File: src/rtl/alu_pkg.sv
// Shared definitions for the ALU execute slice: default width, opcodes,
// FSM state encoding and a small opcode-class helper.
package alu_pkg;

    localparam int ALU_XLEN = 32;

    localparam logic [2:0] ALU_ADD = 3'd0;
    localparam logic [2:0] ALU_SUB = 3'd1;
    localparam logic [2:0] ALU_AND = 3'd2;
    localparam logic [2:0] ALU_OR  = 3'd3;
    localparam logic [2:0] ALU_XOR = 3'd4;
    localparam logic [2:0] ALU_SLL = 3'd5;
    localparam logic [2:0] ALU_SRL = 3'd6;
    localparam logic [2:0] ALU_SRA = 3'd7;

    typedef enum logic [1:0] {
        ST_IDLE  = 2'd0,
        ST_SHIFT = 2'd1,
        ST_DONE  = 2'd2
    } state_t;

    function automatic logic is_shift_op(input logic [2:0] op);
        return (op == ALU_SLL) || (op == ALU_SRL) || (op == ALU_SRA);
    endfunction

endpackage

File: src/rtl/alu.sv
// Combinational ALU for the single-cycle ops (add/sub/and/or/xor).
// Shift opcodes produce 0 here; shifts are handled by alu_exec.
module alu
    import alu_pkg::*;
#(
    parameter int XLEN = ALU_XLEN
) (
    input  logic [XLEN-1:0] a,
    input  logic [XLEN-1:0] b,
    input  logic [2:0]      op,
    output logic [XLEN-1:0] out
);

    always_comb begin
        out = '0;
        case (op)
            ALU_ADD: out = a + b;
            ALU_SUB: out = a - b;
            ALU_AND: out = a & b;
            ALU_OR:  out = a | b;
            ALU_XOR: out = a ^ b;
            default: out = '0;
        endcase
    end

endmodule

File: src/rtl/alu_exec.sv
// ALU execute stage: valid/ready request in, registered result out, with a
// bit-serial shifter built only when ALU_EXEC_SHIFT_EN is defined.
module alu_exec
    import alu_pkg::*;
#(
    parameter int XLEN = ALU_XLEN
) (
    input  logic            clk,
    input  logic            rst,
    input  logic            in_valid,
    output logic            in_ready,
    input  logic [XLEN-1:0] in_a,
    input  logic [XLEN-1:0] in_b,
    input  logic [2:0]      in_op,
    output logic            out_valid,
    input  logic            out_ready,
    output logic [XLEN-1:0] out_result,
    output logic            out_illegal
);

    // Handshake: a transfer happens on a rising edge where valid and ready
    // are both high; out_* hold steady while out_valid is high and out_ready low.
    state_t            r_state;
    logic              r_out_valid;
    logic [XLEN-1:0]   r_result;
    logic              r_illegal;
    logic [XLEN-1:0]   w_alu_out;
    logic              w_accept;

    alu #(.XLEN(XLEN)) u_alu (
        .a   (in_a),
        .b   (in_b),
        .op  (in_op),
        .out (w_alu_out)
    );

    assign in_ready    = (r_state == ST_IDLE) || ((r_state == ST_DONE) && out_ready);
    assign w_accept    = in_valid && in_ready;
    assign out_valid   = r_out_valid;
    assign out_result  = r_result;
    assign out_illegal = r_illegal;

`ifdef ALU_EXEC_SHIFT_EN
    logic [4:0]      r_cnt;
    logic [XLEN-1:0] r_sh;
    logic [2:0]      r_op;
    logic [XLEN-1:0] w_sh_next;

    // One bit position per cycle; sra keeps re-copying the captured sign bit.
    always_comb begin
        w_sh_next = '0;
        case (r_op)
            ALU_SLL: w_sh_next = {r_sh[XLEN-2:0], 1'b0};
            ALU_SRL: w_sh_next = {1'b0, r_sh[XLEN-1:1]};
            default: w_sh_next = {r_sh[XLEN-1], r_sh[XLEN-1:1]};
        endcase
    end
`endif

    always_ff @(posedge clk) begin
        if (rst) begin
            r_state     <= ST_IDLE;
            r_out_valid <= 1'b0;
            r_result    <= '0;
            r_illegal   <= 1'b0;
`ifdef ALU_EXEC_SHIFT_EN
            r_cnt       <= '0;
            r_sh        <= '0;
            r_op        <= ALU_ADD;
`endif
        end else begin
            case (r_state)
                ST_IDLE, ST_DONE: begin
                    if (w_accept) begin
                        if (is_shift_op(in_op)) begin
`ifdef ALU_EXEC_SHIFT_EN
                            if (in_b[4:0] == 5'd0) begin
                                r_state     <= ST_DONE;
                                r_out_valid <= 1'b1;
                                r_result    <= in_a;
                                r_illegal   <= 1'b0;
                            end else begin
                                r_state     <= ST_SHIFT;
                                r_out_valid <= 1'b0;
                                r_sh        <= in_a;
                                r_cnt       <= in_b[4:0];
                                r_op        <= in_op;
                            end
`else
                            r_state     <= ST_DONE;
                            r_out_valid <= 1'b1;
                            r_result    <= '0;
                            r_illegal   <= 1'b1;
`endif
                        end else begin
                            r_state     <= ST_DONE;
                            r_out_valid <= 1'b1;
                            r_result    <= w_alu_out;
                            r_illegal   <= 1'b0;
                        end
                    end else if ((r_state == ST_DONE) && out_ready) begin
                        r_state     <= ST_IDLE;
                        r_out_valid <= 1'b0;
                    end
                end
`ifdef ALU_EXEC_SHIFT_EN
                ST_SHIFT: begin
                    r_sh  <= w_sh_next;
                    r_cnt <= r_cnt - 5'd1;
                    if (r_cnt == 5'd1) begin
                        r_state     <= ST_DONE;
                        r_out_valid <= 1'b1;
                        r_result    <= w_sh_next;
                        r_illegal   <= 1'b0;
                    end
                end
`endif
                default: begin
                    r_state     <= ST_IDLE;
                    r_out_valid <= 1'b0;
                end
            endcase
        end
    end

endmodule

File: config.mk
export PLATFORM = sky130hd
export DESIGN_NAME = alu_exec
export DESIGN_NICKNAME = d
export VERILOG_FILES = /design/src/rtl/alu_pkg.sv /design/src/rtl/alu.sv /design/src/rtl/alu_exec.sv
export SDC_FILE = /design/constraint.sdc
export NUM_CORES = 1
export LEC_CHECK = 0
export ABC_CLOCK_PERIOD_IN_PS = 11200
export CAP_MARGIN = 30
export CORE_ASPECT_RATIO = 1.1
export CORE_MARGIN = 3
export CORE_UTILIZATION = 58
export CTS_CLUSTER_SIZE = 12
export DETAILED_ROUTE_END_ITERATION = 16
export HOLD_SLACK_MARGIN = 0.03
export PLACE_DENSITY_LB_ADDON = 0.3
export SYNTH_ARGS = -nofsm -noshare
export SYNTH_HDL_FRONTEND = slang
export SYNTH_SLANG_ARGS = --single-unit
File: constraint.sdc
create_clock -name clk -period 11.2 [get_ports clk]
set_input_delay 2.24 -clock clk [delete_from_list [all_inputs] [get_ports clk]]
set_output_delay 2.24 -clock clk [all_outputs]
set_load 0.05 [all_outputs]
# Yosys cells after proc, flatten, opt, wreduce, memory -nomap -nowiden

Index checks and enable logic that the tools add are counted.

Input bits: 71
Flip-flop bits (word level): 35
Word-level logic and storage cells: 35
Memory bits (read-only): 0
Memories kept: 0
Bits in writable memories: 0
Bits in latches: 0

Multiplexer cells: 7
Add/sub/neg operators: 2
Equality and inequality tests: 7
Bitwise gates (word level): 4
Order comparisons: 0
Div/mod/pow operators: 0
Reduce and logical (&&, ||, !) cells: 11
Multiply operators: 0
Shift operators: 0

Operator list:

| kind                 | count |
|---|---|
| $pmux W32 S5         | 1 |
| $add A32 B32 Y32     | 1 |
| $and A32 B32 Y32     | 1 |
| $mux W32             | 1 |
| $or A32 B32 Y32      | 1 |
| $sub A32 B32 Y32     | 1 |
| $xor A32 B32 Y32     | 1 |
| $eq A3 B3 Y1 const B | 4 |
| $eq A3 B2 Y1 const B | 2 |
| $mux W2              | 2 |
| $reduce_or A2 Y1     | 2 |
| $eq A3 B1 Y1 const B | 1 |
| $logic_not A3 Y1     | 1 |
| $logic_or A1 B1 Y1   | 3 |
| $mux W1              | 3 |
| $logic_and A1 B1 Y1  | 2 |
| $logic_not A2 Y1     | 1 |
| $reduce_and A2 Y1    | 1 |
| $reduce_bool A2 Y1   | 1 |
| $not A1 Y1           | 1 |

# Logic depth before layout (Yosys ltp)

Word-level depth: 4
Gate-level depth with buffers: 19
Depth with buffers taken out: 18

# Hierarchy

From an unflattened synthesis, not the netlist that was laid out.

Cell total of the unflattened synthesis: 680
Area total of the unflattened synthesis: 5202.5 um^2

By module, submodules not included:

| module   | area an instance (um^2) | times used | cells an instance | seq. area each (um^2) |
|---|---|---|---|---|
| alu      | 4080.2                  | 1          | 598               | 0.0 |
| alu_exec | 1122.3                  | 1          | 82                | 680.7 |

# Least setup slack after synthesis

OpenSTA, ideal clock, no wires.

Path kind: input to register
From: input port in_b[10]
To: register r_result[31], in the netlist out_result[31]
Setup time: 0.092 ns
Slack: 5.493 ns
Cell stages on the path: 15
Buffers on the path: 1
Data required time: 11.108 ns
Arrival: 5.614 ns
Cell sequence: or3_1 -> or3_4 -> nor2_1 -> nand2_1 -> or3_1 -> o21a_1 -> xnor2_1 -> ha_1 -> clkbuf_1 -> a21oi_1 -> a21boi_0 -> o21ai_0 -> o21ai_0 -> a221o_1 -> o32ai_1

Word-level cells in the longest chain between the ends: 3
Elaborated cells on any way between the ends: 4
Those cells by class: 2 x add/sub; 2 x mux

RTL lines:

| what                                                        | line                 | source |
|---|---|---|
| from (decl)                                                 | alu_exec.sv:13       | `input logic [XLEN-1:0] in_b,` |
| $sub A32 B32 Y32 / $add A32 B32 Y32 (equally long branches) | alu.sv:18, alu.sv:17 |  |
| $pmux W32 S5 *                                              | alu.sv:16            | `case (op)` |
| $mux W32 *                                                  | alu_exec.sv:75       | `if (is_shift_op(in_op)) begin` |
| to (signal assigned)                                        | alu_exec.sv:98       | `r_result <= w_alu_out;` |
| to (decl)                                                   | alu_exec.sv:25       | `logic [XLEN-1:0] r_result;` |

Mark *: on every way between the ends. The rest lies on a longest branch, timed or not.
A chain may end at the register's enable or synchronous reset.

# Worst setup path in the final report

From: input port in_b[2]
To: register r_result[31], in the netlist out_result[31]

The elaborated chain is that of the path after synthesis.

==> flow_summary.yaml <==
layout:
  final_area_sq_um: 6630
  drive_gt1_share_pct: 4.46
  mostFrequentLayoutCells: "clkdlybuf4s50_1, ha_1, inv_1"
  utilization_pct: 73.9
  area_growth_pct: 22.5
  nets: 974
  stdcell_count: 921
  n_fill_cell: 713
  final_common_cell: "clkdlybuf4s50_1"
  diodes: 0
clock_tree:
  post_cts_resized: 0
  clock-sinks: 34
  clock_latency_ns: 0.31
  cts_buffer_depth: 2
  hold_buffers: 0
  htreeDepth: 2
  postCtsSetupBuffers: 0
  numCtsBuffers: 5
  cts_root_buf: "clkbuf_8"
  clkTransAtPathRegs_ns: 0.09
  cts_tree: "yes"
power_and_ir_drop:
  power.density_nw_per_um2: 90.2
  peakVddDrop_mv: 0.0574
  p_leak_nw: 2.83
  clkPwrFrac_pct: 25.4
  p_sw_mw: 0.249
  p_seq_share_pct: 21.9
  internal_power_mw: 0.348
  combPwrFrac_pct: 52.7
  p_sw_share_pct: 41.7
sta:
  hold_violations: 0
  fin_crit_ns: 6.70
  setup_tns_ns: 0
  maxSlewViolCount: 0
  min_period_over_period_pct: 59.8
  tightest_slew_ns: 0.977
  max_clock_freq_ghz: 0.149
  relSlewSlack_pct: 34.7
  rsz0062_at_grt: "no"
  finClkSkew_ns: 0.0125
  finalSetupViolCount: 0
  whs_ns: 0.459
grt:
  grt_max_degree: 38
  grt.total_usage_pct: 34.6
  grt_pass1_vias: 5952
  antenna_found_initial: 0
  grt_pass1_wl_mm: 29.6
  globalRouteOverflowTotal: 0
synthesis:
  synth_flop_cell: "dfxtp_1"
  synth_nets: 897
  syn_area_per_cell_sq_um: 7.42
  async_flop_share_pct: 0
  synth_cells: 729
  ys_seq_area_share_pct: 12.6
  synth_cell_types: 67
  yosys-top-cells-area: "ha_1, dfxtp_1, xnor2_1"
  yosys.area.top_type: "ha_1"
  synth_top_area_share_pct: 22.2
  ys_warn_count: 0
  synth_edf_count: 0
  synth-seq-cells: 34
  syn-cell-area_sq_um: 5410
place:
  port_buffers: 105
  placedCellCount: 913
  hpwlAfterDp_mm: 13.4
  place_area_sq_um: 6480
  place.gp.congestion: 0.986
critical_path:
  path_max_fanout: 9
  cp-end-kind: "register"
  criticalPathCategory: "in2reg"
  cp-start-kind: "input pin"
  arrival_ns: 6.92
  path_delay_family: "compound AO/OA/AOI/OAI gates"
  reg2regPathDepth: 7
  crit_required_ns: 11.42
  worst-path-stages: 16
  critical_path.cell_chain: "clkdlybuf4s50_1 > or3_4 > nor3b_2 > nand2_1 > nor2_1 > nand2_1 > or3_1 > o21a_1 > xnor2_1 > ha_1 > a21oi_1 > a21boi_0 > o21ai_0 > o21ai_0 > a221o_1 > o32ai_1"
  max_stage_delay_ns: 0.52
  critical_path_buf_inv_count: 1
  cp_slowest_cell: "clkdlybuf4s50_1"
floorplan:
  ios: 106
  core_sq_um: 8960
  fp.dieW_um: 98.1
  rows: 36
  design.die.area_sq_um: 10500
  initial_core_util_pct: 60.4
  die_h_um: 107
routing:
  drc: 0
  drt-initial-drc-count: 379
  drt_pre_antenna_iters: 5
  vias: 6064
  antenna_left: 0
  wl_per_cell_um: 20.1
  drt_wl_total_mm: 18.5
  via_per_inst: 6.58
status:
  status: "finished clean"
worst_hold_path:
  hold_depth: 2
  hold_class: "reg2reg"
job:
  drv_cap: 0
## per-stage QoR
step,power [mW],setup WS (ns)
finish,0.598,4.50
detailed placement,0.440,4.32
global route,0.631,4.23
floorplan,0.339,5.49
global placement,0.433,4.33
CTS,0.593,4.62
## final timing paths
kind / endpoint / slack, ns / startpoint
max: out_result[31]$_SDFFE_PP0P_ / 4.50 / in_b[2]
min: out_result[11]$_SDFFE_PP0P_ / 0.46 / out_result[11]$_SDFFE_PP0P_
max reg2reg: out_result[18]$_SDFFE_PP0P_ / 8.98 / r_state[1]$_SDFFE_PP0P_
min reg2reg: out_result[11]$_SDFFE_PP0P_ / 0.46 / out_result[11]$_SDFFE_PP0P_
## layout make-up
cell class                 instances  area [sq um]  area share, %
clock inverter                     2          60.1          0.907
clock buffer                       6          82.6           1.25
timing repair buffer             111          1100           16.5
inverter                          69           259           3.91
sequential                        34           681           10.3
tap                              114           143           2.15
multi-input combinational        585          4300           65.0
## cell usage after synthesis, drive strengths merged (8+ instances only)
cell     n
o31ai    8
clkbuf  35
a21oi   58
xor2     8
a31oi   10
o221ai  10
a22oi   39
dfxtp   34
ha      96
a211oi  12
nand3   12
inv     69
a21o    14
o22ai   22
nor2    45
xnor2   39
nand2   56
or3      9
nor3    12
o21ai   39
o21a     8
nand4   10
## routing by layer
layer / share of wire (%) / vias up / track usage [%]
met4: 3.8 / 0 / 17.3
met1: 40 / 2845 / 41.6
met5: 0 / - / 0
met3: 8.1 / 59 / 5.31
li1: - / 2818 / -
met2: 49 / 342 / 59.7
## logic make-up (layout without fill, tap and decap cells)
| family | after synthesis | count (layout) | synth area share [%] |
|---|---|---|---|
| AO/OA/AOI/OAI | 258 | 258 | 31.9 |
| AND/OR/NAND/NOR | 182 | 182 | 17.0 |
| buffers and inverters | 110 | 188 | 8.05 |
| adder cells (fa/ha/maj) | 97 | 97 | 22.6 |
| XOR/XNOR | 47 | 47 | 7.61 |
| flip-flops | 34 | 34 | 12.6 |
| multiplexers | 1 | 1 | 0.208 |
## worst min-delay path, cell delays in order, from the launching register on
cell and delay [ns]:
dfxtp_1 0.31, nand2_1 0.05, a21oi_1 0.05
## state kept, by name, indices dropped and copies added (netlist names)
signal and cells:
out_illegal 1, out_result 32, r_state 1
## power by group through the flow
stage	Combinational, mW	Sequential [mW]	Clock [mW]
6_report	0.315	0.131	0.152
5_1_grt	0.341	0.131	0.159
4_1_cts	0.309	0.131	0.154
3_5_place_dp	0.306	0.133	0
3_3_place_gp	0.300	0.133	0
2_1_floorplan	0.185	0.154	0
No activity file was read; power rests on OpenSTA's default activity.
